File: src/rtl/spi_arbiter_ctrl.sv
// Two-requester SPI master: picks a winner, shifts one byte LSB-first on MOSI/MISO, pulses its done.
// Define SPI_ARB_RR_EN for round-robin tie-breaking; otherwise requester 0 always wins a tie.
//
// state | meaning
// IDLE  | waiting for req0/req1, arbitrate and latch winner's tx/sel/id
// SETUP | CS low, SCLK low, MOSI = bit 0, one half-period
// HIGH  | SCLK high, one half-period; MISO sampled on exit
// LOW   | SCLK low, one half-period; MOSI advances on exit unless 8 bits done
// HOLD  | CS still low after the last bit, one half-period
// DONE  | CS released, rx_data updated, done pulse for one cycle
module spi_arbiter_ctrl #(
  parameter int unsigned CLK_DIV = 2
) (
  input  logic       clk,
  input  logic       reset,
  input  logic       req0,
  input  logic       req1,
  input  logic [1:0] sel0,
  input  logic [1:0] sel1,
  input  logic [7:0] tx0,
  input  logic [7:0] tx1,
  output logic       done0,
  output logic       done1,
  output logic [7:0] rx_data,
  output logic       busy,
  output logic       SCLK,
  output logic [3:0] CS,
  output logic       MOSI,
  input  logic       MISO
);

  localparam logic [7:0] HALF_LOAD = 8'(CLK_DIV - 1);

  typedef enum logic [2:0] {
    IDLE  = 3'd0,
    SETUP = 3'd1,
    HIGH  = 3'd2,
    LOW   = 3'd3,
    HOLD  = 3'd4,
    DONE  = 3'd5
  } state_t;

  state_t     state;
  logic [7:0] cnt;
  logic [3:0] bit_cnt;
  logic [6:0] tx_sh;
  logic [7:0] rx_sh;
  logic       id;
  logic       win;
  logic [1:0] sel_win;
  logic [7:0] tx_win;

`ifdef SPI_ARB_RR_EN
  logic prio1;

  always_comb begin
    win = 1'b0;
    if (req0 && req1) win = prio1;
    else              win = req1;
  end
`else
  always_comb begin
    win = 1'b0;
    if (!req0) win = 1'b1;
  end
`endif

  always_comb begin
    sel_win = win ? sel1 : sel0;
    tx_win  = win ? tx1  : tx0;
  end

  always_ff @(posedge clk) begin
    if (reset) begin
      state   <= IDLE;
      cnt     <= 8'd0;
      bit_cnt <= 4'd0;
      tx_sh   <= 7'd0;
      rx_sh   <= 8'd0;
      id      <= 1'b0;
      done0   <= 1'b0;
      done1   <= 1'b0;
      rx_data <= 8'h00;
      busy    <= 1'b0;
      SCLK    <= 1'b0;
      CS      <= 4'b1111;
      MOSI    <= 1'b0;
`ifdef SPI_ARB_RR_EN
      prio1   <= 1'b0;
`endif
    end else begin
      done0 <= 1'b0;
      done1 <= 1'b0;
      case (state)
        IDLE: begin
          if (req0 || req1) begin
            state   <= SETUP;
            cnt     <= HALF_LOAD;
            bit_cnt <= 4'd0;
            id      <= win;
            tx_sh   <= tx_win[7:1];
            MOSI    <= tx_win[0];
            CS      <= ~(4'b0001 << sel_win);
            SCLK    <= 1'b0;
            busy    <= 1'b1;
`ifdef SPI_ARB_RR_EN
            prio1   <= ~win;
`endif
          end
        end
        SETUP: begin
          if (cnt == 8'd0) begin
            state <= HIGH;
            SCLK  <= 1'b1;
            cnt   <= HALF_LOAD;
          end else begin
            cnt <= cnt - 8'd1;
          end
        end
        HIGH: begin
          if (cnt == 8'd0) begin
            state   <= LOW;
            SCLK    <= 1'b0;
            rx_sh   <= {MISO, rx_sh[7:1]};
            bit_cnt <= bit_cnt + 4'd1;
            cnt     <= HALF_LOAD;
          end else begin
            cnt <= cnt - 8'd1;
          end
        end
        LOW: begin
          if (cnt == 8'd0) begin
            cnt <= HALF_LOAD;
            // Eight falling edges seen: finish with a hold period instead of another pulse.
            if (bit_cnt == 4'd8) begin
              state <= HOLD;
            end else begin
              state <= HIGH;
              SCLK  <= 1'b1;
              MOSI  <= tx_sh[0];
              tx_sh <= {1'b0, tx_sh[6:1]};
            end
          end else begin
            cnt <= cnt - 8'd1;
          end
        end
        HOLD: begin
          if (cnt == 8'd0) begin
            state   <= DONE;
            CS      <= 4'b1111;
            rx_data <= rx_sh;
            done0   <= ~id;
            done1   <= id;
          end else begin
            cnt <= cnt - 8'd1;
          end
        end
        DONE: begin
          state <= IDLE;
          busy  <= 1'b0;
        end
        default: begin
          state <= IDLE;
          busy  <= 1'b0;
          CS    <= 4'b1111;
          SCLK  <= 1'b0;
        end
      endcase
    end
  end

endmodule

File: config.mk
export PLATFORM = sky130hd
export DESIGN_NAME = spi_arbiter_ctrl
export DESIGN_NICKNAME = d
export VERILOG_FILES = /design/src/rtl/spi_arbiter_ctrl.sv
export SDC_FILE = /design/constraint.sdc
export NUM_CORES = 1
export LEC_CHECK = 0
export BUFFER_PORTS_ARGS = -buffer_cell sky130_fd_sc_hd__buf_2
export CELL_PAD_IN_SITES_DETAIL_PLACEMENT = 1
export CELL_PAD_IN_SITES_GLOBAL_PLACEMENT = 2
export CORE_MARGIN = 5
export CORE_UTILIZATION = 33
export DETAILED_ROUTE_END_ITERATION = 8
export MAX_ROUTING_LAYER = met4
export PLACE_DENSITY_LB_ADDON = 0.1
export SETUP_SLACK_MARGIN = 0.02
export SLEW_MARGIN = 20
export SYNTH_ARGS = -nofsm -noshare
export SYNTH_HDL_FRONTEND = slang
export SYNTH_SLANG_ARGS = --single-unit
File: constraint.sdc
create_clock -name clk -period 2.3 [get_ports clk]
set_clock_uncertainty 0.05 [all_clocks]
set_input_delay 0.115 -clock clk [delete_from_list [all_inputs] [get_ports clk]]
set_output_delay 0.115 -clock clk [all_outputs]
set_load 0.02 [all_outputs]
Word level (Yosys, flattened, before mapping)
Cells that the tools add are included.
{ "totals": {"regBits": 48, "latch_bits": 0, "ram_bits": 0, "rom_bits": 0, "input_bits": 25, "output_inout_bits": 17, "wordCells": 93, "memories": 0} }
{ "op_classes": {"n_addsub": 2, "n_mul": 0, "n_div": 0, "order_cmp": 0, "eq_ne": 13, "n_shift": 1, "muxes": 36, "n_bitwise": 7, "reduce_logical": 21} }
{ "ops": {"columns": ["operator", "n"], "rows": [
  ["$mux W8", 4],
  ["$pmux W8 S3", 1],
  ["$mux W7", 3],
  ["$mux W3", 6],
  ["$mux W4", 4],
  ["$pmux W3 S5", 1],
  ["$ne A2 B2 Y1 const B", 7],
  ["$pmux W7 S2", 1],
  ["$pmux W4 S3", 1],
  ["$mux W1", 10],
  ["$reduce_and A3 Y1", 3],
  ["$logic_not A8 Y1", 1],
  ["$pmux W4 S2", 1],
  ["$reduce_and A2 Y1", 4],
  ["$reduce_or A4 Y1", 2],
  ["$sub A8 B1 Y8 const B", 1],
  ["$eq A3 B2 Y1 const B", 2],
  ["$eq A3 B3 Y1 const B", 2],
  ["$not A1 Y1", 6],
  ["$reduce_and A6 Y1", 1],
  ["$reduce_or A3 Y1", 2],
  ["$pmux W1 S5", 1],
  ["$reduce_and A5 Y1", 1],
  ["$add A4 B1 Y4 const B", 1],
  ["12 further kinds", 14]
]} }

Depth between registers and ports, before layout
Gate-level depths: netlist (run 1).
{ "logic_depth": {"ltp_word": 5, "ltp_mapped": 8, "mapped_depth_nobuf": 6} }

Least setup slack after synthesis (run 1)
No wires, ideal clock.
{ "synth_timing": {"kind": "flip-flop to flip-flop", "start": "reg cnt[0]", "end": "reg bit_cnt[0]", "setup_ps": 133, "t_arrival_ps": 1685, "t_required_ps": 2117, "slack_ps": 431, "stages_incl_launch_ff": 8, "path_buffers": 1, "synth_period_minus_slack_ps": 1869, "path_cell_list": "dfxtp_1 -> inv_1 -> ha_1 -> nor3b_1 -> clkbuf_1 -> nand3_1 -> xnor2_1 -> nor3_1"} }
{ "synth_via": {"elab_chain_len": 3} }
{ "synth_rtl": {"columns": ["element", "line", "text"], "rows": [
  ["start, declared", "44", "logic [7:0] cnt;"],
  ["start signal, assigned", "117", "cnt <= cnt - 8'd1;"],
  ["start signal, assigned", "128", "cnt <= cnt - 8'd1;"],
  ["start signal, assigned", "144", "cnt <= cnt - 8'd1;"],
  ["$logic_not A8 Y1", "121", "if (cnt == 8'd0) begin"],
  ["$ne A2 B2 Y1 (no line)", null, null],
  ["$reduce_and A3 Y1 (no line)", null, null],
  ["end signal, assigned", "125", "bit_cnt <= bit_cnt + 4'd1;"],
  ["end, declared", "45", "logic [3:0] bit_cnt;"]
]} }
Every way passes these cells.
A chain may end at the register's enable or synchronous reset.

Final worst setup path (run 1)
{ "layout_timing": {"start": "reg state[2]", "end": "reg cnt[3]"} }
{ "layout_via": {"elab_chain_len": 4, "word_cells_on_any_way": 11, "classes_between": "eq/ne: 6; mux: 1; reduce/logical: 4"} }
{ "layout_rtl": {"columns": ["element", "line", "text"], "rows": [
  ["start, declared", "43", "state_t state;"],
  ["start signal, assigned", "75", "state <= IDLE;"],
  ["start signal, assigned", "97", "state <= SETUP;"],
  ["start signal, assigned", "113", "state <= HIGH;"],
  ["$eq A3 B2 Y1 / $eq A3 B1 Y1 (equally long branches)", "94", "case (state)"],
  ["$reduce_or A3 Y1 (no line)", null, null],
  ["$reduce_bool A3 Y1 (no line)", null, null],
  ["$reduce_and A3 Y1 (no line)", null, null]
]} }
Several ways; a longest one is shown, not always the timed one.

==> results of run 1 <==
logic make-up (layout without fill, tap and decap cells):
| kind of cell | Yosys count | after routing | share of synthesized area [%] |
|---|---|---|---|
| AO/OA/AOI/OAI | 87 | 87 | 23.9 |
| multiplexers | 19 | 19 | 8.08 |
| buffers and inverters | 25 | 71 | 4.41 |
| AND/OR/NAND/NOR | 94 | 94 | 20.6 |
| XOR/XNOR | 3 | 3 | 1.10 |
| flip-flops | 48 | 48 | 40.3 |
| adder cells (fa/ha/maj) | 3 | 3 | 1.57 |
report_power, final:
group | switching (mW) | leakage [nW] | total (mW) | internal (mW)
logic | 1.05 | 0.757 | 1.73 | 0.678
registers | 0.188 | 0.391 | 1.18 | 0.992
clock network | 0.312 | 0.0404 | 0.528 | 0.216
stage by stage:
| step | power (mW) | cell area [sq um] | util (%) | hold slack, ns |
|---|---|---|---|---|
| floorplan | 2.38 | 2380 | - | 0.212 |
| finish | 3.43 | 2840 | 39.8 | 0.0854 |
| detailed placement | 2.95 | 2740 | 38.3 | 0.334 |
| CTS | 3.50 | 2840 | 39.8 | 0.0668 |
| global placement | 2.93 | 2740 | 38.3 | 0.327 |
| global route | 3.75 | 2840 | 39.8 | 0.0939 |
sequential cells by signal, summed over array words and instances, names as in the netlist:
name	cells
id	1
bit_cnt	4
SCLK	1
cnt	8
done1	1
tx_sh	7
rx_data	8
state	3
done0	1
CS	4
rx_sh	8
MOSI	1
busy	1
critical path: cells and delay by family (launching register included):
kind / cells / cell delay [ns]
flops: 1 / 0.61
simple gates: 3 / 0.89
compound gates: 1 / 0.15
buf+inv: 1 / 0.18
path summary, 6_finish.rpt:
kind            start  endpoint  slack [ns]  cells past startpoint
min reg2reg  rx_sh[0]  rx_sh[0]        0.41                      2
max          state[2]    cnt[3]        0.35                      5
max reg2reg  state[2]    cnt[3]        0.35                      5
min              req1        id        0.09                      3
area by class of cell:
type,count,area [sq um],share of cell area (%)
tap,99,124,4.37
clock buffer,5,68.8,2.43
clock inverter,3,23.8,0.838
sequential,48,961,33.9
timing repair buffer,55,313,11.0
multi-input combinational,206,1320,46.4
inverter,8,30.0,1.06
metal layers:
layer / vias up / track usage [%] / wire, um
met5: - / - / 0
met4: 0 / 2.88 / 69
met3: 6 / 3.59 / 154
met2: 26 / 23.5 / 2890
met1: 1055 / 20.2 / 3110
li1: 1125 / - / -
placed cells by master, fill, tap and decap left out, types with 3 or more instances in the layout:
cell       count
o31ai_1        7
nand3b_1       3
o2111ai_1      7
clkbuf_8       5
mux2i_1       17
ha_1           3
nor3b_1        4
or3_1          6
o21ai_0       16
nand4_1        3
buf_4         13
dfxtp_1       48
nor2_1        17
nor3_1         9
nand2_1       22
a211oi_1       6
buf_2         41
or4_1          6
inv_1          8
a21oi_1       35
nand3_1       14
what timing repair did:
action                                  in CTS  in global routing
hold buffers                                 1                  0
endpoints found under the hold margin        1                  0
endpoints found under the setup margin       0                  0
==> metrics.md, run 1 <==
| Metric | Value |
|---|---|
| Slew Limit Fails | 0 |
| Post-route DRC | 0 |
| Dpl ws | around 0.37 ns |
| Avg Cell Area, Syn | ~8.5 sq um |
| CTS tree | built |
| CP peak stage delay | between 0.6 and 0.7 ns |
| Yosys reg bits | between 40 and 50 |
| CP startpoint kind | flip-flop |
| Starting density of the core | between 30% and 40% |
| Arrival time at the worst endpoint | ~2.1 ns |
| Worst ir drop on vdd | about 0.4 mV |
| Drt total wl | between 6 and 7 mm |
| Status | finished, final reports clean |
| Achievable frequency | about 510 MHz |
| Top cell type's share of synthesized area | ~40% |
| Ordered cell list for the critical path | or3_1 -> nor2_1 -> buf_4 -> or4_1 -> a21oi_1 |
| Setup crit end kind | flip-flop |
| N_diodes | 0 |
| Via count | around 2200 |
| Ys async rst share | 0% |
| Die height | roughly 95 um |
| Yosys Warn Count | 0 |
| Crit path kind | reg2reg |
| Total grt overflow | 0 |
| Setup TNS | 0 ns |
| Max-Cap Viols | 0 |
| Unrepaired setup endpoints after global routing | false |
| 1st-pass router iterations | 4 |
| Finished Layout Cells | between 400 and 500 |
| Slew @ Worst Pin | between 0.5 and 0.6 ns |
| Fillers | between 800 and 900 |
| Number of synthesized flops with an enable pin | 0 |
| IO buf count | a little over 40 |
| Final net count | 352 |
| Die width | 95.0 um |
| Area growth, synth to finish | 19.1% |
| Biggest area consumer among synthesized cells | dfxtp_1 |
| GRT Util Overall | approximately 15% |
| Die area | 9020 sq um |
| Vias in the first global route | ~2200 |
| Placed Cells | about 420 |
| Main flop type after synthesis | dfxtp_1 |
| Antenna violations before repair | 0 |
| DP HPWL | approximately 4.4 mm |
| Post-DRT Antenna Nets | 0 |
| Pin count of the biggest net entering global routing | 35 |
| Postcts setup bufs | 0 |
| Worst Hold Class | in2reg |
| Syn Nets | between 300 and 400 |
| Initial drt markers | 49 |
| Worst-path fanout max | 16 |
| Pwr per Cell Area | ~1200 nW/um^2 |
| First-pass GRT wire length | 10.6 mm |
| Post-layout min period | approximately 2 ns |
| Tcrit/Tclk final | 84.9% |
| Critical Path RT | between 2 and 2.5 ns |
| Synthesized cell area | between 2000 and 2500 sq um |
| Routed length per instance | between 10 and 15 um |
| Clock sinks | 48 |
| Num CTS Buffers | 5 |
| Area contributors post-synth | dfxtp_1 (40%), a21oi_1 (7.3%), mux2i_1 (7.1%) |
| Clk buf depth | 2 |
| Final worst-path setup slack | roughly 0.35 ns |
| Root Buffer | clkbuf_8 |
| Core area | ~7100 sq um |
| Number of vias per cell | 5.22 |
| Leakage | between 1 and 1.5 nW |
| Top-count cell post-synth | dfxtp_1 |
| Cells after Synth | approximately 280 |
| Final hold viol count | 0 |
| H-tree depth | 2 |
| Layout cell share with drive strength beyond 1 | approximately 22% |
| Netlist cell types | 47 |
| Placer Congestion | 0.813 |
| Site Rows | 31 |
| Final-report setup violation count | 0 |
| Clk Latency, worst-skew pair | about 0.31 ns |
| Clock Pin Slew Worst Setup and Hold Paths | around 0.10 ns |
| Io pins | between 40 and 50 |
| Slowest cell on the critical path | dfxtp_1 |
| Synth top cells by count | dfxtp_1 (48), a21oi_1 (35), nand2_1 (22) |
| # resized after CTS | 0 |
| Worst slew margin | between 60% and 70% |
| Sequential area share after synthesis | around two fifths |
No activity file was read; power rests on OpenSTA's default activity.
==> inputs of run 2 (changes only) <==
- clock period: 2.3 -> 1.8 ns (I/O delays scaled with it)
==> metrics.md, run 2 (synthesized netlist as in run 1, its figures left out) <==
| Metric | Value |
|---|---|
| Fillers | 866 (was 881) |
| Antenna violations before repair | 0 (unchanged) |
| Critical Path RT | 1.94 ns (was 2.49 ns) |
| Max-Cap Viols | 0 (unchanged) |
| Routed length per instance | 15.1 um (was 14.7 um) |
| Slew @ Worst Pin | 0.503 ns (was 0.579 ns) |
| Number of vias per cell | 5.30 (was 5.22) |
| Vias in the first global route | 2297 (was 2192) |
| Clk Latency, worst-skew pair | 0.31 ns (about the same) |
| Slew Limit Fails | 0 (unchanged) |
| Post-layout min period | 1.75 ns (was 1.95 ns) |
| Placer Congestion | 0.757 (was 0.813) |
| Leakage | 1.42 nW (was 1.19 nW) |
| Internal Power | 3.60 mW (was 1.88 mW) |
| Via count | 2437 (was 2212) |
| Root Buffer | clkbuf_8 (unchanged) |
| Slowest cell on the critical path | dfxtp_2 (was dfxtp_1) |
| Ordered cell list for the critical path | buf_6 -> nor4_4 -> buf_6 -> buf_6 -> nand4_1 -> a21oi_2 -> o21ai_1 (was or3_1 -> nor2_1 -> buf_4 -> or4_1 -> a21oi_1) |
| Clock Pin Slew Worst Setup and Hold Paths | 0.09 ns (was 0.10 ns) |
| Sw power | 2.52 mW (was 1.55 mW) |
| Crit path kind | reg2reg (unchanged) |
| Area growth, synth to finish | 40.8% (was 19.1%) |
| Num CTS Buffers | 5 (unchanged) |
| Worst Hold Class | in2reg (unchanged) |
| Worst hold path depth | 2 (was 3) |
| Io pins | 42 (unchanged) |
| Worst ir drop on vdd | 0.645 mV (was 0.407 mV) |
| GRT Util Overall | 15.6% (was 15.2%) |
| Worst slew margin | 66.4% (was 61.2%) |
| Commonest non-fill, non-tap cell in the layout | dfxtp_1 (unchanged) |
| Arrival time at the worst endpoint | 1.89 ns (was 2.14 ns) |
| Post-DRT Antenna Nets | 0 (unchanged) |
| Combinational power share | 62.2% (was 50.3%) |
| Clock sinks | 48 (unchanged) |
| Most Frequent Cell on Critical Path | buf_6 |
| Achievable frequency | 571 MHz (was 512 MHz) |
| Finished Layout Cells | 460 (was 424) |
| Hold_ws | 0.0226 ns (was 0.0854 ns) |
| Seq pwr share | 24.6% (was 34.3%) |
| Core area | 7140 sq um (unchanged) |
| Worst-path fanout max | 4 (was 16) |
| Hold Path Sink | id (unchanged) |
| Clock power share | 13.3% (was 15.4%) |
| Unrepaired setup endpoints after global routing | true (was false) |
| Final-report setup violation count | 0 (unchanged) |
| CP peak stage delay | 0.34 ns (was 0.61 ns) |
| Layout cell share with drive strength beyond 1 | 39.9% (was 22.2%) |
| Starting density of the core | 33.4% (unchanged) |
| Worst r2r path cells | 7 (was 5) |
| Final hold viol count | 0 (unchanged) |
| Die height | 95.0 um (unchanged) |
| Sw Share | 41.2% (was 45.1%) |
| Final net count | 388 (was 352) |
| RR Endpoint | CS[1] (was cnt[3]) |
| Die width | 95.0 um (unchanged) |
| Drt total wl | 6.94 mm (was 6.23 mm) |
| Die area | 9020 sq um (unchanged) |
| Placed Cells | 437 (was 415) |
| CTS tree | built (unchanged) |
| N_diodes | 0 (unchanged) |
| 1st-pass router iterations | 4 (unchanged) |
| Post-route DRC | 0 (unchanged) |
| Pwr Total | 6.13 mW (was 3.43 mW) |
| Status | finished, final reports clean (unchanged) |
| Hold Startpoint | req0 (was req1) |
| Commonest cells after routing, fill and taps aside | dfxtp_1 (42), buf_2 (41), buf_4 (38) (was dfxtp_1 (48), buf_2 (41), a21oi_1 (35)) |
| Site Rows | 31 (unchanged) |
| R2r startpoint | cnt[2] (was state[2]) |
| Pwr per Cell Area | 1820 nW/um^2 (was 1210 nW/um^2) |
| IO buf count | 41 (unchanged) |
| Tcrit/Tclk final | 97.4% (was 84.9%) |
| Clk buf depth | 2 (unchanged) |
| Setup crit end kind | flip-flop (unchanged) |
| Pin count of the biggest net entering global routing | 23 (was 35) |
| H-tree depth | 2 (unchanged) |
| Initial drt markers | 49 (unchanged) |
| Total grt overflow | 0 (unchanged) |
| Largest regs | cnt x8, rx_data x8, rx_sh x8 (unchanged) |
| DP HPWL | 4.82 mm (was 4.42 mm) |
| CP startpoint kind | flip-flop (unchanged) |
| First-pass GRT wire length | 10.8 mm (was 10.6 mm) |
| Flop2flop setup slack | 0.05 ns (was 0.35 ns) |
## run 2: area by class of cell
| type | instances | area, sq um | area share [%] |
|---|---|---|---|
| inverter | 8 | 30.0 | 0.895 |
| timing repair buffer | 91 | 651 | 19.4 |
| multi-input combinational | 206 | 1470 | 43.6 |
| tap | 99 | 124 | 3.69 |
| clock inverter | 3 | 47.5 | 1.42 |
| sequential | 48 | 971 | 28.9 |
| clock buffer | 5 | 68.8 | 2.05 |
## run 2: through the flow
| step | worst slack (ns) | cell area [sq um] | util [%] | TNS, ns |
|---|---|---|---|---|
| floorplan | 0.0253 | 2380 | - | 0 |
| global placement | 0.0309 | 2930 | 41.0 | 0 |
| detailed placement | -0.0293 | 2930 | 41.0 | -0.136 |
| CTS | 0.0136 | 3080 | 43.1 | 0 |
| global route | -0.0654 | 3360 | 47.0 | -0.396 |
| finish | 0.0473 | 3360 | 47.0 | 0 |
## run 2: power groups by stage
| stage | clock (mW) | combinational [mW] | sequential [mW] |
|---|---|---|---|
| after detailed placement | 0 | 2.57 | 1.49 |
| after global placement | 0 | 2.53 | 1.48 |
| after floorplan | 0 | 1.58 | 1.47 |
| final | 0.813 | 3.81 | 1.51 |
| after global routing | 0.894 | 4.13 | 1.53 |
| after CTS | 0.854 | 2.69 | 1.46 |
## run 2: worst max-delay path by stage
stage               startpoint    endpoint  slack (ns)
floorplan               cnt[0]  bit_cnt[0]        0.03
global placement        cnt[0]    tx_sh[0]        0.03
detailed placement      cnt[0]        MOSI       -0.03
CTS                     cnt[2]      cnt[7]        0.01
global route            cnt[2]      cnt[7]       -0.07
finish                  cnt[2]       CS[1]        0.05
## run 2: routing by layer
layer | share of wire, % | global-route usage, % | up-vias
met1 | 46 | 19.3 | 1188
met2 | 50 | 25.7 | 34
met4 | 1.3 | 5.77 | 0
met5 | 0 | - | -
met3 | 2.5 | 2.15 | 7
li1 | - | - | 1208
## run 2: what timing repair did
action / in CTS / in global routing
gates cloned: 0 / 2
endpoints found under the hold margin: 1 / 0
resized for setup: 3 / 61
hold buffers: 1 / 0
setup buffers: 2 / 10
endpoints found under the setup margin: 9 / 37
pin swaps: 0 / 7
## run 2: critical path: cells and delay by family (launching register included)
kind	cells	cell delay [ns]
compound gates	2	0.28
buf+inv	3	0.39
simple gates	2	0.57
flops	1	0.34
==> inputs of run 3 (changes only) <==
- CORE_UTILIZATION: 33 -> 25
- PLACE_DENSITY_LB_ADDON: 0.1 -> 0.15
==> metrics.md, run 3 (synthesized netlist as in run 1, its figures left out) <==
| Metric | Value |
|---|---|
| Achievable frequency | 582 MHz (was 571 MHz) |
| Post-layout min period | 1.72 ns (was 1.75 ns) |
| Commonest cells after routing, fill and taps aside | dfxtp_1 (43), buf_2 (41), a21oi_1 (34) (was dfxtp_1 (42), buf_2 (41), buf_4 (38)) |
| Die area | 11600 sq um (was 9020 sq um) |
| Slew Limit Fails | 0 (unchanged) |
| DP HPWL | 4.92 mm (was 4.82 mm) |
| Final hold viol count | 0 (unchanged) |
| RR Endpoint | cnt[7] (was CS[1]) |
| Met3 GRT Util | 2.22% (was 2.15%) |
| Clk Latency, worst-skew pair | 0.30 ns (was 0.31 ns) |
| Finished Layout Cells | 474 (was 460) |
| Critical Path RT | 1.98 ns (was 1.94 ns) |
| H-tree depth | 2 (unchanged) |
| Antenna violations before repair | 0 (unchanged) |
| Number of vias per cell | 4.98 (was 5.30) |
| Critical Path Sink | cnt[7] (was CS[1]) |
| Arrival time at the worst endpoint | 1.90 ns (was 1.89 ns) |
| Drt total wl | 6.99 mm (was 6.94 mm) |
| Tcrit/Tclk final | 95.4% (was 97.4%) |
| Pin count of the biggest net entering global routing | 35 (was 23) |
| Worst ir drop on vdd | 0.626 mV (was 0.645 mV) |
| CP startpoint kind | flip-flop (unchanged) |
| Total grt overflow | 0 (unchanged) |
| CTS tree | built (unchanged) |
| Final worst-path setup slack | 0.0829 ns (was 0.0473 ns) |
| GRT met2 Usage | 19.0% (was 25.7%) |
| Placer Congestion | 0.768 (was 0.757) |
| GR peak layer | met2 (unchanged) |
| Initial drt markers | 51 (was 49) |
| Vias in the first global route | 2299 (was 2297) |
| Status | finished, final reports clean (unchanged) |
| Area growth, synth to finish | 33.0% (was 40.8%) |
| Worst slew margin | 74.1% (was 66.4%) |
| Starting density of the core | 25.7% (was 33.4%) |
| N_diodes | 0 (unchanged) |
| Routed length per instance | 14.7 um (was 15.1 um) |
| Io pins | 42 (unchanged) |
| Worst-path fanout max | 8 (was 4) |
| Max-Cap Viols | 0 (unchanged) |
| Root Buffer | clkbuf_8 (unchanged) |
| Site Rows | 35 (was 31) |
| Post-DRT Antenna Nets | 0 (unchanged) |
| Final-report setup violation count | 0 (unchanged) |
| Placed Cells | 463 (was 437) |
| Setup TNS | 0 ns (unchanged) |
| Via count | 2361 (was 2437) |
| Placed Area | 2920 sq um (was 2930 sq um) |
| Die height | 108 um (was 95.0 um) |
| Slew @ Worst Pin | 0.388 ns (was 0.503 ns) |
| Design area | 3170 sq um (was 3360 sq um) |
| Pwr Total | 5.31 mW (was 6.13 mW) |
| Commonest non-fill, non-tap cell in the layout | dfxtp_1 (unchanged) |
| Flop2flop setup slack | 0.08 ns (was 0.05 ns) |
| Core area | 9280 sq um (was 7140 sq um) |
| GRT Util Overall | 12.6% (was 15.6%) |
| Largest regs | cnt x8, rx_data x8, rx_sh x8 (unchanged) |
| Grt met1 use | 17.4% (was 19.3%) |
| Clk buf depth | 2 (unchanged) |
| R2r startpoint | cnt[7] (was cnt[2]) |
| Worst Hold Class | in2reg (unchanged) |
| Die width | 108 um (was 95.0 um) |
| Crit path from | cnt[7] (was cnt[2]) |
| Worst r2r path cells | 5 (was 7) |
| Crit path kind | reg2reg (unchanged) |
| Post-route DRC | 0 (unchanged) |
| Clock sinks | 48 (unchanged) |
| Worst hold path depth | 2 (unchanged) |
| Final net count | 372 (was 388) |
| Unrepaired setup endpoints after global routing | false (was true) |
| First-pass GRT wire length | 11.6 mm (was 10.8 mm) |
| Num CTS Buffers | 5 (unchanged) |
| 1st-pass router iterations | 4 (unchanged) |
| Leakage | 1.33 nW (was 1.42 nW) |
| Dpl ws | -0.0744 ns (was -0.0293 ns) |
| Setup crit end kind | flip-flop (unchanged) |
| Clock Pin Slew Worst Setup and Hold Paths | 0.08 ns (was 0.09 ns) |
| Layout cell share with drive strength beyond 1 | 31.3% (was 39.9%) |
| IO buf count | 41 (unchanged) |
| Pwr per Cell Area | 1670 nW/um^2 (was 1820 nW/um^2) |
## run 3: cell types whose count changed in the layout (fill, tap and decap cells not counted), sizes merged
cell / previous run / this run
buf: 90 / 73
clkinv: 2 / 1
clkbuf: 5 / 7
## run 3: where the power goes
| group | leakage, nW | total, mW | switching (mW) | internal, mW |
|---|---|---|---|---|
| combinational | 0.884 | 3.04 | 1.72 | 1.32 |
| clock | 0.0552 | 0.789 | 0.376 | 0.413 |
| sequential | 0.393 | 1.48 | 0.194 | 1.28 |
| total | 1.33 | 5.31 | 2.29 | 3.01 |
## run 3: timing repair
action                                  in CTS  in global routing
endpoints found under the setup margin      10                 40
pin swaps                                    0                  2
buffers inserted                             0                  1
gates cloned                                 0                  1
hold buffers                                 1                  0
endpoints found under the hold margin        1                  0
resized for setup                            7                 26
## run 3: per-stage QoR
| stage | utilization (%) | hold slack (ns) |
|---|---|---|
| after CTS | 32.9 | 0.0210 |
| final | 34.1 | 0.0376 |
| after detailed placement | 31.5 | 0.310 |
| after global placement | 31.5 | 0.305 |
| after floorplan | - | 0.187 |
| after global routing | 34.1 | 0.0439 |
## run 3: worst min path at each step
stage / startpoint / end / slack [ns]
finish: req0 / id / 0.04
global route: req0 / id / 0.04
CTS: req0 / id / 0.02
detailed placement: MISO / rx_sh[7] / 0.31
global placement: MISO / rx_sh[7] / 0.30
floorplan: MISO / rx_sh[7] / 0.19
## run 3: layer usage
metal / vias up / part of all wire [%]
li1: 1172 / -
met5: - / 0
met4: 0 / 1.4
met1: 1135 / 50
met3: 11 / 3.5
met2: 43 / 45
## run 3: layout make-up
class,instances,area (sq um)
well taps,129,161
fillers,1157,6110
multi-input cells,206,1410
flip-flops and latches,48,970
clock buffers,6,72.6
repair buffers,75,490
clock inverters,2,35.0
inverters,8,32.5
## run 3: critical path: stages (launching register included)
cell and delay [ns]:
dfxtp_1 0.44, nand2b_1 0.27, o41ai_4 0.10, buf_4 0.17, or4_1 0.47, a21oi_1 0.15
